File: config.mk
export PLATFORM = sky130hd
export DESIGN_NAME = alu_acc_seq
export DESIGN_NICKNAME = d
export VERILOG_FILES = /design/src/rtl/alu_acc_seq.sv
export SDC_FILE = /design/constraint.sdc
export NUM_CORES = 1
export LEC_CHECK = 0
export CORE_UTILIZATION = 50
export DETAILED_ROUTE_END_ITERATION = 10
export GPL_TIMING_DRIVEN = 0
export PLACE_DENSITY = 0.84
export SLEW_MARGIN = 30
export SYNTH_ARGS = -nofsm -noshare
export SYNTH_HDL_FRONTEND = slang
export SYNTH_SLANG_ARGS = --single-unit
export TNS_END_PERCENT = 30
File: constraint.sdc
create_clock -name clk -period 6.3 [get_ports clk]
set_input_delay 1.26 -clock clk [delete_from_list [all_inputs] [get_ports clk]]
set_output_delay 1.26 -clock clk [all_outputs]
set_load 0.1 [all_outputs]
File: src/rtl/alu_acc_seq.sv
// Accumulator sequencer in front of a combinational ALU: buffers {load, opcode, operand}
// instructions in a FIFO, feeds the ALU from acc/head, and returns results over valid/ready.
module alu_acc_seq #(
  parameter int WIDTH = 8,
  parameter int OPW   = 3,
  parameter int DEPTH = 4
) (
  input  logic                     clk,
  input  logic                     rst,
  input  logic                     in_valid,
  output logic                     in_ready,
  input  logic [OPW-1:0]           in_opcode,
  input  logic [WIDTH-1:0]         in_operand,
  input  logic                     in_load,
  output logic [WIDTH-1:0]         alu_a,
  output logic [WIDTH-1:0]         alu_b,
  output logic [OPW-1:0]           alu_opcode,
  input  logic [WIDTH-1:0]         alu_out,
  output logic                     res_valid,
  input  logic                     res_ready,
  output logic [WIDTH-1:0]         res_data,
  output logic [WIDTH-1:0]         acc,
  output logic [$clog2(DEPTH):0]   count
);

  localparam int PW = $clog2(DEPTH);
  localparam int CW = PW + 1;
  localparam int EW = WIDTH + OPW + 1;

  typedef enum logic {IDLE, HOLD} state_t;

  state_t            state, state_nxt;
  logic [EW-1:0]     mem [DEPTH];
  logic [PW-1:0]     wr_ptr, rd_ptr;
  logic [EW-1:0]     head;
  logic              head_load;
  logic [OPW-1:0]    head_op;
  logic [WIDTH-1:0]  head_operand;
  logic              not_empty;
  logic              push;
  logic              exec;
  logic [WIDTH-1:0]  result;

  assign head         = mem[rd_ptr];
  assign head_load    = head[EW-1];
  assign head_op      = head[WIDTH +: OPW];
  assign head_operand = head[WIDTH-1:0];

  assign not_empty = (count != '0);
  // A full FIFO refuses pushes even when the head is leaving this cycle.
  assign in_ready  = (count < CW'(DEPTH));
  assign push      = in_valid && in_ready;
  assign exec      = not_empty && (state == IDLE || res_ready);

  assign alu_a      = acc;
  assign alu_b      = not_empty ? head_operand : '0;
  assign alu_opcode = not_empty ? head_op : '0;
  assign result     = head_load ? head_operand : alu_out;

  always_ff @(posedge clk or posedge rst) begin
    if (rst) state <= IDLE;
    else     state <= state_nxt;
  end

  always_comb begin
    state_nxt = state;
    if (exec)
      state_nxt = HOLD;
    else if (state == HOLD && res_ready && !not_empty)
      state_nxt = IDLE;
  end

  always_comb begin
    res_valid = (state == HOLD);
  end

  always_ff @(posedge clk or posedge rst) begin
    if (rst) begin
      acc      <= '0;
      res_data <= '0;
    end else if (exec) begin
      acc      <= result;
      res_data <= result;
    end
  end

  always_ff @(posedge clk or posedge rst) begin
    if (rst) begin
      for (int i = 0; i < DEPTH; i++) mem[i] <= '0;
      wr_ptr <= '0;
      rd_ptr <= '0;
    end else begin
      if (push) begin
        mem[wr_ptr] <= {in_load, in_opcode, in_operand};
        wr_ptr      <= wr_ptr + PW'(1);
      end
      if (exec) rd_ptr <= rd_ptr + PW'(1);
    end
  end

  always_ff @(posedge clk or posedge rst) begin
    if (rst) begin
      count <= '0;
    end else begin
      case ({push, exec})
        2'b10:   count <= count + CW'(1);
        2'b01:   count <= count - CW'(1);
        default: count <= count;
      endcase
    end
  end

endmodule
# Yosys cells after proc, flatten, opt, wreduce, memory -nomap -nowiden

Cells that the tools add are included.

Input port bits: 24
Bits in registers: 64

$lt $le $gt $ge: 4
Mux-type cells: 12
Add/subtract/negate cells: 4
Eq/ne operators: 2
Bitwise operators: 3
Reductions and logical operators: 10

Operator list:

| operator              | number |
|---|---|
| $bwmux W48            | 1 |
| $mux W12              | 3 |
| $bmux W12 S2          | 1 |
| $demux W12 S2         | 1 |
| $mux W8               | 2 |
| $ge A3 B3 Y1 const B  | 2 |
| $not A2 Y3            | 2 |
| $pmux W3 S2           | 1 |
| $logic_and A1 B1 Y1   | 5 |
| $add A2 B1 Y2 const B | 2 |
| $reduce_bool A2 Y1    | 2 |
| $add A3 B1 Y3 const B | 1 |
| $lt A3 B1 Y1 const B  | 1 |
| $lt A3 B3 Y1 const B  | 1 |
| $mux W3               | 1 |
| $reduce_bool A3 Y1    | 1 |
| $sub A3 B1 Y3 const B | 1 |
| $eq A2 B1 Y1 const B  | 1 |
| $eq A2 B2 Y1 const B  | 1 |
| $mux W1               | 2 |
| $logic_not A1 Y1      | 1 |
| $logic_or A1 B1 Y1    | 1 |
| $not A1 Y1            | 1 |

# Depth between registers and ports, before layout

Gate-level depths: netlist (run 1).

Depth after elaboration: 6
Gate-level depth with buffers: 10
Mapped depth without buffers: 9

# Worst setup path after synthesis (run 1)

Ideal clock, no wire load.

Kind: register to output
Start point: register count[0]
End point: output alu_b[0]
Path slack: 2292 ps
Data required time: 5040 ps
Arrival: 2748 ps
Stages on the path, launching flop included: 4
Cells stage by stage: dfrtp_1 nor3_1 clkbuf_1 nor2b_1

Cells in the longest elaborated chain, start to end: 2

RTL lines:

| item                   | RTL line | source |
|---|---|---|
| from (decl)            | 23       | `output logic [$clog2(DEPTH):0] count` |
| from (signal assigned) | 106      | `2'b10: count <= count + CW'(1);` |
| from (signal assigned) | 107      | `2'b01: count <= count - CW'(1);` |
| from (signal assigned) | 108      | `default: count <= count;` |
| $reduce_bool A3 Y1     | 49       | `assign not_empty = (count != '0);` |
| $mux W8                | 56       | `assign alu_b = not_empty ? head_operand : '0;` |
| to (decl)              | 16       | `output logic [WIDTH-1:0] alu_b,` |

No other way between the ends.

# Final worst setup path (run 1)

Start point: register count[0]
End point: output alu_opcode[2]

Cells in the longest elaborated chain, start to end: 2

RTL lines:

| item               | RTL line | source |
|---|---|---|
| $reduce_bool A3 Y1 | 49       |  |
| $mux W3            | 57       | `assign alu_opcode = not_empty ? head_op : '0;` |
| to (decl)          | 17       | `output logic [OPW-1:0] alu_opcode,` |

No other way between the ends.

==> flow_metrics.env, run 1 <==
export IMPL_outcome="finished clean"
export IMPL_post_cts_setup_buffers=0
export IMPL_synth_ff_type="dfrtp_1"
export IMPL_required_ns=5.04
export IMPL_endpoint_kind="primary output"
export IMPL_syn_avg_cell_area_sq_um=13.9
export IMPL_synth_seq_cells=64
export IMPL_min_period_ns=4.06
export IMPL_path_class="flip-flop to primary output"
export IMPL_r2r_slack_ns=4.12
export IMPL_grt_pass1_wl_mm=10.1
export IMPL_multi_input_area_sq_um=1260
export IMPL_setup_viol=0
export IMPL_vias=1949
export IMPL_seq_area_sq_um=1600
export IMPL_post_route_period_util_pct=64.4
export IMPL_seq_area_frac_synth_pct=51.8
export IMPL_die_area_sq_um=6500
export IMPL_critPathBufInv=2
export IMPL_gp_congestion=0.689
export IMPL_syn_area_sq_um=3090
export IMPL_clkTransAtPathRegs_ns=0.07
export IMPL_die_h_microns=80.6
export IMPL_ios=64
export IMPL_drt_iter0_drc=98
export IMPL_relSlewSlack_pct=33.9
export IMPL_crit_family="buffers and inverters"
export IMPL_start_util_pct=51.9
export IMPL_worst_clock_skew_ns=0.00902
export IMPL_nNetsFinal=327
export IMPL_wl_per_cell_microns=15.9
export IMPL_worstMarginPinSlew_ns=0.988
export IMPL_antenna_found_initial=0
export IMPL_cts_hold_buf=0
export IMPL_clkSinkCount=64
export IMPL_dieWidth_microns=80.6
export IMPL_synth_fp_nets=252
export IMPL_rows=28
export IMPL_final_common_cell="dfrtp_1"
export IMPL_core_sq_um=5960
export IMPL_ys_types=24
export IMPL_cp_start_kind="flip-flop"
export IMPL_fill_cells=425
export IMPL_hold_violations=0
export IMPL_cts_root_buf="clkbuf_8"
export IMPL_slew_viol_final=0
export IMPL_synth_edf_count=0
export IMPL_async_reset_ff_share_pct=100
export IMPL_numCtsBuffers=9
export IMPL_port_buffer_count=63
export IMPL_drc=0
export IMPL_cts_htree_levels=3
export IMPL_crit_slowest_cell="clkdlybuf4s50_1"
export IMPL_clk_latency_ns=0.33
export IMPL_cp_max_fo=10
export IMPL_critPathMaxStageDelay_ns=1.00
export IMPL_drt_pass1_iterations=4
export IMPL_rsz0062_at_grt="false"
export IMPL_routed_via_density=5.18
export IMPL_hp_class="flip-flop to flip-flop"
export IMPL_ctsResizeCount=0
export IMPL_cp_cell_sequence="nor3_1 > clkbuf_1 > nor2b_1 > clkdlybuf4s50_1"
export IMPL_fin_setup_tns_ns=0
export IMPL_grt_pass1_vias=2023
export IMPL_cts_max_path_buffers=2
export IMPL_dp_hpwl_mm=4.32
export IMPL_layout_drive_gt1_share_pct=16.6
export IMPL_routed_wl_mm=5.98
export IMPL_syn2layout_area_growth_pct=31.6
export IMPL_syn_instance_count=222
export IMPL_yosysWarnings=0
export IMPL_cap_violations=0
export IMPL_mostFrequentLayoutCells="dfrtp_1 (64), clkdlybuf4s50_1 (63), mux2_1 (48), buf_4 (16), nor2b_1 (13)"
export IMPL_overflow=0
export IMPL_ant_nets=0
export IMPL_diodes=0
export IMPL_grt_max_degree=54
export IMPL_arrival_ns=2.80
export IMPL_cts_tree="built"
export IMPL_groute_usage_overall_pct=21.5
export IMPL_fmax_mhz=246
## worst reg2reg max path, stage by stage (launching register included)
cell,delay (ns)
dfrtp_1,0.41
nor3_1,0.44
or2_1,0.17
buf_2,0.22
inv_2,0.04
ha_1,0.20
inv_1,0.07
fa_1,0.41
mux2i_1,0.15
## cells by family (layout without fill, tap and decap cells)
family	after synthesis	in the layout	synth area share [%]
AO/OA/AOI/OAI	17	17	2.75
XOR/XNOR	6	6	1.70
adder cells (fa/ha/maj)	6	6	2.67
buffers and inverters	37	116	7.21
flip-flops	64	64	51.8
multiplexers	69	69	29.6
AND/OR/NAND/NOR	23	23	4.17
## path summary, 6_finish.rpt
| kind | startpoint | end | cells past startpoint |
|---|---|---|---|
| setup / recovery | count[0]$_DFFE_PP0P_ | alu_opcode[2] | 4 |
| hold / removal | mem[41]$_DFFE_PP0P_ | mem[41]$_DFFE_PP0P_ | 1 |
| setup reg to reg | count[0]$_DFFE_PP0P_ | count[1]$_DFFE_PP0P_ | 8 |
| hold reg to reg | mem[41]$_DFFE_PP0P_ | mem[41]$_DFFE_PP0P_ | 1 |
| max in group asynchronous | rst | mem[5]$_DFFE_PP0P_ | 3 |
| min in group asynchronous | rst | acc[2]$_DFFE_PP0P_ | 2 |
## area by class of cell
cell class	instances	area share, %
flip-flops and latches	64	39.4
repair buffers	64	16.2
inverters	9	0.893
plain buffers	28	4.65
clock buffers	12	3.82
multi-input cells	121	31.1
clock inverters	3	1.60
well taps	75	2.31
## sequential cells by signal, indices dropped and copies added (netlist names)
register and count:
rd_ptr 2, wr_ptr 2, count 3, res_valid 1, acc 8, mem 48
## per-stage QoR
| step | setup slack, ns | std cells | cell area [sq um] | hold WS [ns] | util, % |
|---|---|---|---|---|---|
| floorplan | 2.29 | 222 | 3090 | 0.456 | - |
| global placement | 2.38 | 360 | 3810 | 0.467 | 64.0 |
| detailed placement | 2.56 | 361 | 3840 | 0.473 | 64.5 |
| CTS | 2.19 | 376 | 4060 | 0.487 | 68.2 |
| global route | 2.11 | 376 | 4060 | 0.506 | 68.2 |
| finish | 2.24 | 376 | 4060 | 0.486 | 68.2 |
## synthesized netlist by cell type, types with 3 or more instances
library cell	n	area, sq um
dfrtp_1	64	1600
mux2_1	48	541
o21ai_1	8	40.0
inv_1	8	30.0
mux4_2	8	180
mux2i_1	9	90.1
buf_2	7	35.0
nand2_1	5	18.8
o21ai_0	9	45.0
ha_1	5	62.6
buf_4	16	120
nor2b_1	13	81.3
clkbuf_1	3	11.3
xnor2_1	4	35.0
mux4_1	4	105
## layer usage
layer	wire [microns]	vias up	global-route usage, %
met1	2680	978	27.1
met2	2980	57	35.4
met4	64	0	8.75
li1	-	909	-
met5	0	-	0
met3	251	5	5.23
Power of run 1 is left out: the tool's default activity adds up to more than one toggle a clock period on the data nets, which glitch-free logic cannot reach.
==> run 2, diff against run 1 <==
--- a/config.mk
+++ b/config.mk
@@ -5,10 +5,10 @@
 export SDC_FILE = /design/constraint.sdc
 export NUM_CORES = 1
 export LEC_CHECK = 0
-export CORE_UTILIZATION = 50
+export CORE_UTILIZATION = 46
 export DETAILED_ROUTE_END_ITERATION = 10
 export GPL_TIMING_DRIVEN = 0
-export PLACE_DENSITY = 0.84
+export PLACE_DENSITY = 0.82
 export SLEW_MARGIN = 30
 export SYNTH_ARGS = -nofsm -noshare
 export SYNTH_HDL_FRONTEND = slang
==> constraint.sdc (replaced) <==
create_clock -name clk -period 3.4 [get_ports clk]
set_input_delay 0.68 -clock clk [delete_from_list [all_inputs] [get_ports clk]]
set_output_delay 0.68 -clock clk [all_outputs]
set_load 0.1 [all_outputs]
==> flow_metrics.env, run 2 (synthesis results as in run 1) <==
export IMPL_endpoint_kind="primary output"
export IMPL_cts_tree="built"
export IMPL_drt_iter0_drc=91
export IMPL_die_h_microns=84.0
export IMPL_hp_class="flip-flop to flip-flop"
export IMPL_worst_clock_skew_ns=0.0125
export IMPL_routed_via_density=5.10
export IMPL_antenna_found_initial=0
export IMPL_groute_usage_overall_pct=19.0
export IMPL_clkTransAtPathRegs_ns=0.07
export IMPL_grt_pass1_wl_mm=10.2
export IMPL_regMostFlops="mem"
export IMPL_grt_max_degree=51
export IMPL_fill_cells=466
export IMPL_slew_viol_final=0
export IMPL_dieWidth_microns=84.0
export IMPL_violations="design-rule violations"
export IMPL_relSlewSlack_pct=35.0
export IMPL_r2r_end="count[1]$_DFFE_PP0P_"
export IMPL_nNetsFinal=327
export IMPL_overflow=0
export IMPL_cts_max_path_buffers=2
export IMPL_post_cts_setup_buffers=0
export IMPL_path_class="flip-flop to primary output"
export IMPL_cap_violations=0
export IMPL_grt_pass1_vias=2084
export IMPL_hp_start="mem[17]$_DFFE_PP0P_"
export IMPL_core_sq_um=6420
export IMPL_die_area_sq_um=7050
export IMPL_fmax_mhz=323
export IMPL_required_ns=2.72
export IMPL_top_regs="mem x48, acc x8, count x3"
export IMPL_vias=1934
export IMPL_port_buffer_count=63
export IMPL_setup_viol=0
export IMPL_drt_pass1_iterations=7
export IMPL_whs_endpoint="mem[17]$_DFFE_PP0P_"
export IMPL_dp_hpwl_mm=4.32
export IMPL_syn2layout_area_growth_pct=32.2
export IMPL_cp_max_fo=10
export IMPL_seq_area_sq_um=1600
export IMPL_clk_latency_ns=0.33
export IMPL_outcome="finished, violations left"
export IMPL_final_common_cell="dfrtp_1"
export IMPL_ant_nets=0
export IMPL_cts_root_buf="clkbuf_8"
export IMPL_arrival_ns=2.41
export IMPL_wl_per_cell_microns=15.5
export IMPL_drc=17
export IMPL_layout_drive_gt1_share_pct=17.2
export IMPL_mostFrequentLayoutCells="dfrtp_1 (64), clkdlybuf4s50_1 (52), mux2_1 (48), buf_4 (16), nor2b_1 (13)"
export IMPL_min_period_ns=3.09
export IMPL_routed_wl_mm=5.87
export IMPL_ios=64
export IMPL_cts_htree_levels=3
export IMPL_min_delay_path_depth=1
export IMPL_rows=29
export IMPL_worstMarginPinSlew_ns=0.972
export IMPL_largest_reg_flops=48
export IMPL_rsz0062_at_grt="false"
export IMPL_cp_start_kind="flip-flop"
export IMPL_gp_congestion=0.709
export IMPL_preCtsSetupSlack_ns=0.259
export IMPL_r2r_slack_ns=1.23
export IMPL_multi_input_area_sq_um=1260
export IMPL_clkSinkCount=64
export IMPL_diodes=0
export IMPL_worst_slack_ns=0.306
export IMPL_r2r_cells=8
export IMPL_start_util_pct=48.1
export IMPL_r2r_start="count[0]$_DFFE_PP0P_"
export IMPL_hold_violations=0
export IMPL_post_route_period_util_pct=91.0
export IMPL_crit_start="rd_ptr[0]$_DFFE_PP0P_"
export IMPL_numCtsBuffers=9
## run 2: cell types whose count changed in the layout (fill, tap and decap cells not counted)
cell / before / now
dlymetal6s2s_1: 0 / 2
bufinv_16: 2 / 3
dlygate4sd2_1: 0 / 9
clkbuf_8: 11 / 9
clkbuf_1: 4 / 3
clkinv_2: 1 / 0
clkdlybuf4s50_1: 63 / 52
clkinvlp_4: 0 / 4
## run 2: layout make-up
| type | count | area share [%] |
|---|---|---|
| inverter | 9 | 0.888 |
| clock buffer | 9 | 3.03 |
| tap | 77 | 2.36 |
| clock inverter | 7 | 2.94 |
| buffer | 28 | 4.63 |
| sequential | 64 | 39.2 |
| multi-input combinational | 121 | 31.0 |
| timing repair buffer | 64 | 16.0 |
## run 2: worst max-delay path, cell delays in order (launching register included)
cell	delay (ns)
dfrtp_1	0.47
buf_2	0.32
mux4_2	0.26
nor2b_1	0.17
dlygate4sd2_1	0.87
## run 2: metal layers
metal  wire, microns  track usage [%]  vias up
met3             261             6.03        6
li1                -                -      912
met1            2570             22.9      961
met4              53             6.74        0
met5               0                0        -
met2            2990             32.1       55
## run 2: worst max path at each step
stage / slack, ns / to
floorplan: -0.03 / alu_b[0]
global placement: 0.06 / mem[41]$_DFFE_PP0P_
detailed placement: 0.26 / alu_b[1]
CTS: 0.007 / alu_b[4]
global route: 0.14 / alu_b[1]
finish: 0.31 / alu_b[1]
## run 2: repair_timing
item | 4_1_cts | 5_1_grt
endpoints found under the hold margin | 0 | 0
hold buffers | 0 | 0
endpoints found under the setup margin | 9 | 2
gates resized for setup | 9 | 2
## run 2: stage by stage
step	hold slack, ns	setup TNS (ns)	instance area [sq um]	utilization (%)	std cells
finish	0.486	0	4080	63.6	379
CTS	0.490	0	4080	63.5	379
floorplan	0.456	-0.256	3090	-	222
detailed placement	0.474	0	3850	59.9	363
global placement	0.465	0	3820	59.4	362
global route	0.503	0	4080	63.6	379
Power of run 2 is left out for the same reason.
==> run 3, diff against run 2 <==
--- a/config.mk
+++ b/config.mk
@@ -5,10 +5,12 @@
 export SDC_FILE = /design/constraint.sdc
 export NUM_CORES = 1
 export LEC_CHECK = 0
-export CORE_UTILIZATION = 46
+export CELL_PAD_IN_SITES_DETAIL_PLACEMENT = 2
+export CELL_PAD_IN_SITES_GLOBAL_PLACEMENT = 2
+export CORE_UTILIZATION = 31
 export DETAILED_ROUTE_END_ITERATION = 10
 export GPL_TIMING_DRIVEN = 0
-export PLACE_DENSITY = 0.82
+export PLACE_DENSITY = 0.81
 export SLEW_MARGIN = 30
 export SYNTH_ARGS = -nofsm -noshare
 export SYNTH_HDL_FRONTEND = slang
==> flow_metrics.env, run 3 (synthesis results as in run 1) <==
export IMPL_cp_start_kind="flip-flop"
export IMPL_die_area_sq_um=10400
export IMPL_drt_pass1_iterations=4
export IMPL_diodes=0
export IMPL_drt_iter0_drc=44
export IMPL_post_cts_setup_buffers=0
export IMPL_syn2layout_area_growth_pct=33.6
export IMPL_preCtsSetupSlack_ns=0.207
export IMPL_numCtsBuffers=9
export IMPL_cp_num_cells=4
export IMPL_ios=64
export IMPL_cp_cell_sequence="buf_2 > mux4_2 > nor2b_1 > dlygate4sd2_1"
export IMPL_cp_max_fo=10
export IMPL_crit_family="buffers and inverters"
export IMPL_rows=36
export IMPL_largest_reg_flops=48
export IMPL_cts_max_path_buffers=2
export IMPL_cap_violations=0
export IMPL_final_common_cell="dfrtp_1"
export IMPL_dieWidth_microns=102
export IMPL_path_class="flip-flop to primary output"
export IMPL_fmax_mhz=316
export IMPL_routed_via_density=4.60
export IMPL_critPathMaxStageDelay_ns=0.86
export IMPL_regMostFlops="mem"
export IMPL_mostFrequentLayoutCells="dfrtp_1 (64), clkdlybuf4s50_1 (52), mux2_1 (48), buf_4 (16), nor2b_1 (13)"
export IMPL_clkSinkCount=64
export IMPL_wl_per_cell_microns=17.2
export IMPL_grt_pass1_vias=2184
export IMPL_rsz0062_at_grt="false"
export IMPL_nNetsFinal=327
export IMPL_start_util_pct=31.8
export IMPL_r2r_cells=10
export IMPL_required_ns=2.72
export IMPL_cts_htree_levels=3
export IMPL_cts_root_buf="clkbuf_8"
export IMPL_min_period_ns=3.16
export IMPL_top_regs="mem x48, acc x8, count x3"
export IMPL_worst_clock_skew_ns=0.00574
export IMPL_setup_viol=0
export IMPL_antenna_found_initial=0
export IMPL_crit_slowest_cell="dlygate4sd2_1"
export IMPL_slew_viol_final=0
export IMPL_fin_setup_tns_ns=0
export IMPL_routed_wl_mm=7.48
export IMPL_ant_nets=0
export IMPL_post_route_period_util_pct=92.9
export IMPL_grt_pass1_wl_mm=12.0
export IMPL_endpoint_kind="primary output"
export IMPL_clkTransAtPathRegs_ns=0.07
export IMPL_core_sq_um=9730
export IMPL_cts_tree="built"
export IMPL_hp_class="flip-flop to flip-flop"
export IMPL_port_buffer_count=63
export IMPL_worstMarginPinSlew_ns=0.987
export IMPL_outcome="finished clean"
export IMPL_vias=2003
export IMPL_gp_congestion=0.665
export IMPL_layout_drive_gt1_share_pct=16.6
export IMPL_dp_hpwl_mm=5.61
export IMPL_worst_slack_ns=0.240
export IMPL_arrival_ns=2.48
export IMPL_grt_max_degree=42
export IMPL_groute_usage_overall_pct=15.9
export IMPL_hold_violations=0
export IMPL_drc=0
export IMPL_overflow=0
export IMPL_die_h_microns=102
export IMPL_clk_latency_ns=0.34
export IMPL_relSlewSlack_pct=34.0
export IMPL_critPathBufInv=2
export IMPL_min_delay_path_depth=1
-- run 3: changes by cell type in the layout (fill, tap and decap cells not counted) --
cell	previous run	this run
bufinv_16	3	2
clkinvlp_4	4	0
clkbuf_1	3	5
buf_12	0	1
buf_16	1	0
dlymetal6s2s_1	2	0
dlygate4sd2_1	9	11
clkbuf_8	9	12
-- run 3: per-layer routing --
metal	wire length (microns)	global-route usage, %	up-vias
met1	3340	20.5	1031
met4	127	6.92	0
met5	0	0	-
met2	3720	26.4	54
li1	-	-	909
met3	297	2.60	9
-- run 3: repair_timing --
item | in CTS | in global routing
setup endpoints to repair | 11 | 0
resized for setup | 11 | 0
hold buffers | 0 | 0
-- run 3: stage by stage --
step | hold slack, ns | instances | util (%) | cell area [sq um]
global placement | 0.465 | 418 | 39.9 | 3890
detailed placement | 0.479 | 419 | 40.2 | 3910
global route | 0.521 | 435 | 42.4 | 4130
CTS | 0.500 | 435 | 42.4 | 4130
finish | 0.494 | 435 | 42.4 | 4130
floorplan | 0.456 | 222 | - | 3090
-- run 3: final timing paths --
kind	start	end	slack (ns)
setup / recovery	rd_ptr[0]$_DFFE_PP0P_	alu_b[0]	0.24
hold / removal	mem[33]$_DFFE_PP0P_	mem[33]$_DFFE_PP0P_	0.49
setup reg to reg	count[0]$_DFFE_PP0P_	count[2]$_DFFE_PP0P_	1.22
hold reg to reg	mem[33]$_DFFE_PP0P_	mem[33]$_DFFE_PP0P_	0.49
max in group asynchronous	rst	mem[21]$_DFFE_PP0P_	2.23
min in group asynchronous	rst	count[0]$_DFFE_PP0P_	0.65
-- run 3: layout make-up --
cell class	instances	area [sq um]
Buffer	28	189
Clock buffer	14	173
Clock inverter	2	60.1
Fill cell	1015	5600
Inverter	9	36.3
Multi-Input combinational cell	121	1260
Sequential cell	64	1600
Tap cell	133	166
Timing Repair Buffer	64	637
Power of run 3 is left out for the same reason.
